$ cat src/rtl/lif_neuron_if.sv
// Bus between a leaky integrate-and-fire neuron and whatever drives/observes it.
// master drives the synaptic inputs; slave is the neuron itself.
interface lif_neuron_if #(
  parameter int WEIGHT_W = 8,
  parameter int MEM_W    = 10
);
  logic                en;
  logic                pre_spike;
  logic [WEIGHT_W-1:0] weight;
  logic                post_spike;
  logic [MEM_W-1:0]    membrane;
  logic                refractory;
  logic [7:0]          spike_count;

  modport master (
    output en, pre_spike, weight,
    input  post_spike, membrane, refractory, spike_count
  );

  modport slave (
    input  en, pre_spike, weight,
    output post_spike, membrane, refractory, spike_count
  );
endinterface

$ cat src/rtl/lif_neuron.sv
// Leaky integrate-and-fire neuron: shift-based leak, saturating integration,
// one-cycle post spike and a fixed-length refractory window after each fire.
module lif_neuron #(
  parameter int WEIGHT_W      = 8,
  parameter int MEM_W         = 10,
  parameter int THRESHOLD     = 200,
  parameter int LEAK_SHIFT    = 3,
  parameter int REFRAC_CYCLES = 4
) (
  input  logic         clk,
  input  logic         rst,
  lif_neuron_if.slave  bus
);
  localparam int SUM_W = ((WEIGHT_W > MEM_W) ? WEIGHT_W : MEM_W) + 1;
  localparam logic [SUM_W-1:0] VMAX = SUM_W'((1 << MEM_W) - 1);
  localparam logic [MEM_W-1:0] THR  = MEM_W'(THRESHOLD);
  localparam logic [3:0]       RCYC = 4'(REFRAC_CYCLES);

  typedef enum logic {INTEGRATE, REFRACT} state_t;

  state_t           state, state_nx;
  logic [MEM_W-1:0] v, v_nx;
  logic             post, post_nx;
  logic [3:0]       cnt, cnt_nx;
  logic [7:0]       sc, sc_nx;

  logic [MEM_W-1:0] leak;
  logic [SUM_W-1:0] sum;
  logic [MEM_W-1:0] v_sat;
  logic             fire;

  // Leak never exceeds v, so the subtraction cannot underflow.
  always_comb begin
    leak = v >> LEAK_SHIFT;
    if (leak == '0 && v != '0) leak = MEM_W'(1);
    sum   = SUM_W'(v) - SUM_W'(leak) + (bus.pre_spike ? SUM_W'(bus.weight) : '0);
    v_sat = (sum > VMAX) ? VMAX[MEM_W-1:0] : sum[MEM_W-1:0];
    fire  = (v_sat >= THR);
  end

  always_ff @(posedge clk) begin
    if (rst) begin
      state <= INTEGRATE;
      v     <= '0;
      post  <= 1'b0;
      cnt   <= '0;
      sc    <= '0;
    end else begin
      state <= state_nx;
      v     <= v_nx;
      post  <= post_nx;
      cnt   <= cnt_nx;
      sc    <= sc_nx;
    end
  end

  always_comb begin
    state_nx = state;
    v_nx     = v;
    post_nx  = 1'b0;
    cnt_nx   = cnt;
    sc_nx    = sc;
    if (bus.en) begin
      case (state)
        INTEGRATE: begin
          if (fire) begin
            v_nx    = '0;
            post_nx = 1'b1;
            sc_nx   = (sc == 8'hFF) ? sc : sc + 8'd1;
            if (REFRAC_CYCLES > 0) begin
              state_nx = REFRACT;
              cnt_nx   = RCYC;
            end
          end else begin
            v_nx = v_sat;
          end
        end
        REFRACT: begin
          v_nx = '0;
          if (cnt == 4'd1) begin
            state_nx = INTEGRATE;
            cnt_nx   = '0;
          end else begin
            cnt_nx = cnt - 4'd1;
          end
        end
        default: state_nx = INTEGRATE;
      endcase
    end
  end

  assign bus.post_spike  = post;
  assign bus.membrane    = v;
  assign bus.refractory  = (state == REFRACT);
  assign bus.spike_count = sc;
endmodule
$ cat src/flat_wrapper.sv
// flat-port wrapper written by rule: the top's interface ports become plain ports
module lif_neuron_flat 
#(
  parameter int WEIGHT_W      = 8,
  parameter int MEM_W         = 10,
  parameter int THRESHOLD     = 200,
  parameter int LEAK_SHIFT    = 3,
  parameter int REFRAC_CYCLES = 4
)
  (clk, rst, bus_en, bus_pre_spike, bus_weight, bus_post_spike, bus_membrane, bus_refractory, bus_spike_count);
  lif_neuron_if #(.WEIGHT_W(WEIGHT_W), .MEM_W(MEM_W)) bus_i ();
  input  logic clk;
  input  logic rst;
  input wire logic [$bits(bus_i.en)-1:0] bus_en;
  input wire logic [$bits(bus_i.pre_spike)-1:0] bus_pre_spike;
  input wire logic [$bits(bus_i.weight)-1:0] bus_weight;
  output wire logic [$bits(bus_i.post_spike)-1:0] bus_post_spike;
  output wire logic [$bits(bus_i.membrane)-1:0] bus_membrane;
  output wire logic [$bits(bus_i.refractory)-1:0] bus_refractory;
  output wire logic [$bits(bus_i.spike_count)-1:0] bus_spike_count;
  assign bus_i.en = bus_en;
  assign bus_i.pre_spike = bus_pre_spike;
  assign bus_i.weight = bus_weight;
  assign bus_post_spike = bus_i.post_spike;
  assign bus_membrane = bus_i.membrane;
  assign bus_refractory = bus_i.refractory;
  assign bus_spike_count = bus_i.spike_count;
  lif_neuron #(.WEIGHT_W(WEIGHT_W), .MEM_W(MEM_W), .THRESHOLD(THRESHOLD), .LEAK_SHIFT(LEAK_SHIFT), .REFRAC_CYCLES(REFRAC_CYCLES)) u_core (.clk(clk), .rst(rst), .bus(bus_i));
endmodule
$ cat config.mk
export PLATFORM = sky130hd
export DESIGN_NAME = lif_neuron_flat
export DESIGN_NICKNAME = d
export VERILOG_FILES = /design/src/rtl/lif_neuron_if.sv /design/src/rtl/lif_neuron.sv /design/src/flat_wrapper.sv
export SDC_FILE = /design/constraint.sdc
export NUM_CORES = 1
export LEC_CHECK = 0
export ABC_AREA = 1
export BUFFER_PORTS_ARGS = -buffer_cell sky130_fd_sc_hd__buf_2
export CELL_PAD_IN_SITES_DETAIL_PLACEMENT = 1
export CELL_PAD_IN_SITES_GLOBAL_PLACEMENT = 1
export CORE_MARGIN = 2
export CORE_UTILIZATION = 28
export DETAILED_ROUTE_END_ITERATION = 7
export PLACE_DENSITY = 0.62
export SYNTH_ARGS = -nofsm -noshare
export SYNTH_HDL_FRONTEND = slang
export SYNTH_SLANG_ARGS = --single-unit
$ cat constraint.sdc
create_clock -name clk -period 4.3 [get_ports clk]
set_clock_uncertainty 0.2 [all_clocks]
set_input_delay 0.215 -clock clk [delete_from_list [all_inputs] [get_ports clk]]
set_output_delay 0.215 -clock clk [all_outputs]
set_load 0.01 [all_outputs]
==> results.toml <==
[status]
outcome = "finished clean"

[timing]
period_needed_ns = 3.75
period_share_pct = 87.2
tightest_slew_ns = 0.506
timing.fmax_ghz = 0.267
hold_violations = 0
slew_viol_final = 0
slew-limit-headroom_pct = 66.2
rsz0062_at_grt = "false"
timing.final.ws_setup_ns = 0.551
setup_viol = 0
fin_tns_setup_ns = 0

[cts]
htreeDepth = 1
cts-root-buf = "clkbuf_8"
ctsHoldBuffers = 0
postCtsSetupBuffers = 0
clkSinkCount = 24
cts_resized = 0
clkLatencyLatePin_ns = 0.26
clk_pin_slew_worst_paths_ns = 0.08
numCtsBuffers = 3
tritoncts = "built"
clock_path_buffers = 2

[cells_and_area]
final_common_cell = "nand2_1"
fillers = 937
layout.nets = 356
final_cell_mix = "81 x nand2_1, 49 x inv_1, 31 x buf_2"
syn2layout_area_growth_pct = 13.5
drive_above_1_share_pct = 14.7
antenna_cells = 0

[power_and_ir_drop]
p_sw_share_pct = 39.9
seqPwrFrac_pct = 36.4
max-vdd-ir-drop_mv = 0.152
leakagePower_nw = 1.16
p_clk_share_pct = 19.9
p_per_area_nw_per_um2 = 286
p_total_uw = 661
combPwrFrac_pct = 43.7
p_sw_uw = 264
cell_internal_pwr_uw = 397

[floorplanning]
ios = 32
die_w_um = 89.2
initial_core_util_pct = 28.5
core_area_um2 = 7140
rows = 31
die_area_um2 = 7950
die_h_um = 89.2

[global_routing]
grt-ovfl-total = 0
grtUsageTotal_pct = 14.3
grt_max_degree = 18
antenna_found_initial = 0
grt_pass1_vias = 1907
grt_pass1_wl_um = 8810

[worst_setup_path]
r2r-start = "u_core.bus.membrane[8]"
crit_fanout = 10
r2r-end = "u_core.bus.spike_count[4]"
cp.required_ns = 4.25
slowest_delay_ns = 0.43
cp_cell_sequence = "inv_1 > ha_1 > nand2_1 > nor3_1 > o41ai_1 > ha_1 > inv_1 > ha_1 > inv_1 > fa_1 > inv_1 > nand3_1 > nand2_1 > nand4_1 > nand2_1 > xor2_1 > nor2_4 > nand2_4 > nand3_4 > nand2_1 > a21oi_1"
path_class = "flip-flop to flip-flop"
crit_path_top_delay_cell = "dfxtp_1"
r2r_slack_ns = 0.55
arrival_ns = 3.69
start_kind = "flip-flop"
ff2ff_path_depth = 21
cp-end-kind = "flip-flop"

[route]
num_vias = 1888
wl_per_cell_um = 12.9
drtIter0Drc = 39
routed_wirelength_um = 5410
routed_via_density = 4.52
drtAntennaViolNets = 0
firstDrtPassIters = 4
drc_errors = 0

[yosys]
syn_avg_cell_area_um2 = 6.93
yosys_warnings = 0
syn_nets = 328
ys_seq_area_share_pct = 23.6
synthArstFlopShare_pct = 0
synth.distinct_cells = 33
netlist_area_um2 = 2030
ys_seq_elements = 24
ys.flop_type = "dfxtp_1"
synth_edf_count = 0
syn_inst = 293

[placement]
dp_slack_ns = 0.511
portBuffers = 31
gp_congestion = 0.821
dp_hpwl_um = 4510

[run]
max_cap_violations = 0

[hold_path]
hold_class = "input pin to flip-flop"
min_path_cells = 2
worstHoldStart = "rst"
holdPathEnd = "u_core.cnt[3]"
-- cell usage after synthesis, drive strengths merged (2+ instances only) --
cell type	number	share of area, %
a21oi	16	3.9
a31oi	2	0.92
buf	2	0.80
clkbuf	5	0.92
dfxtp	24	24
fa	7	6.9
ha	16	9.9
inv	49	9.1
nand2	85	17
nand3	20	6.4
nand3b	2	0.74
nand4	13	4.7
nor2	21	4.4
nor3	2	0.49
o21ai	4	0.99
o21bai	3	1.1
o22ai	6	1.8
xnor2	5	2.2
xor2	6	2.6
-- flip-flops by register name (all words and copies together), names as in the netlist --
| signal | count |
|---|---|
| u_core.bus.membrane | 10 |
| u_core.bus.post_spike | 1 |
| u_core.bus.refractory | 1 |
| u_core.bus.spike_count | 8 |
| u_core.cnt | 4 |
-- worst max-delay path by stage --
| stage | cells past startpoint | startpoint | slack [ns] | endpoint |
|---|---|---|---|---|
| after CTS | 21 | u_core.bus.membrane[8] | 0.49 | u_core.bus.spike_count[7] |
| final | 21 | u_core.bus.membrane[8] | 0.55 | u_core.bus.spike_count[4] |
| after floorplan | 21 | u_core.bus.membrane[8] | 0.95 | u_core.bus.spike_count[2] |
| after global routing | 23 | u_core.bus.membrane[8] | 0.16 | u_core.bus.spike_count[1] |
| after detailed placement | 21 | u_core.bus.membrane[8] | 0.51 | u_core.bus.spike_count[1] |
| after global placement | 21 | u_core.bus.membrane[8] | 0.60 | u_core.bus.spike_count[1] |
-- cell type report --
| cell class | instances | area (um^2) | share of cell area (%) |
|---|---|---|---|
| clock buffers | 3 | 41.3 | 1.79 |
| multi-input cells | 211 | 1320 | 57.2 |
| inverters | 50 | 188 | 8.13 |
| flip-flops and latches | 24 | 480 | 20.8 |
| repair buffers | 31 | 155 | 6.72 |
| well taps | 99 | 124 | 5.37 |
-- logic make-up (layout without fill, tap and decap cells) --
| logic type | count (synthesis) | after routing | synth area share, % |
|---|---|---|---|
| adder cells (fa/ha/maj) | 23 | 23 | 16.7 |
| flip-flops | 24 | 24 | 23.6 |
| buffers and inverters | 58 | 84 | 11.5 |
| AO/OA/AOI/OAI | 33 | 33 | 9.67 |
| XOR/XNOR | 11 | 11 | 4.74 |
| AND/OR/NAND/NOR | 144 | 144 | 33.7 |
-- per-stage QoR --
stage               hold slack (ns)  utilization, %  cells  area (um^2)
global route                  0.120            32.3    418         2310
global placement              0.248            31.7    415         2270
detailed placement            0.258            31.7    415         2270
finish                       0.0900            32.3    418         2310
floorplan                    0.0918               -    293         2030
CTS                          0.0894            32.3    418         2310
-- worst max-delay path, delay by kind of cell (launching register included) --
kind / cells / cell delay [ns]
flip-flops: 1 / 0.43
adder cells (fa/ha/maj): 4 / 1.08
AND/OR/NAND/NOR: 10 / 0.96
AO/OA/AOI/OAI: 2 / 0.32
XOR/XNOR: 1 / 0.25
buffers and inverters: 4 / 0.39
-- power groups by stage --
stage	logic, mW	clock network, mW	registers, mW
4_1_cts	0.293	0.141	0.241
6_report	0.288	0.132	0.240
3_3_place_gp	0.289	0	0.246
2_1_floorplan	0.221	0	0.246
5_1_grt	0.331	0.146	0.242
3_5_place_dp	0.291	0	0.246
-- routing by layer --
metal  vias up  track usage (%)  routed length (um)
met5         -                0                   0
met4         0             4.75                  63
met3         4            0.831                  63
met2        13             25.1                2660
met1       883             18.7                2620
li1        988                -                   -
Power figures use the tool's default switching activity.
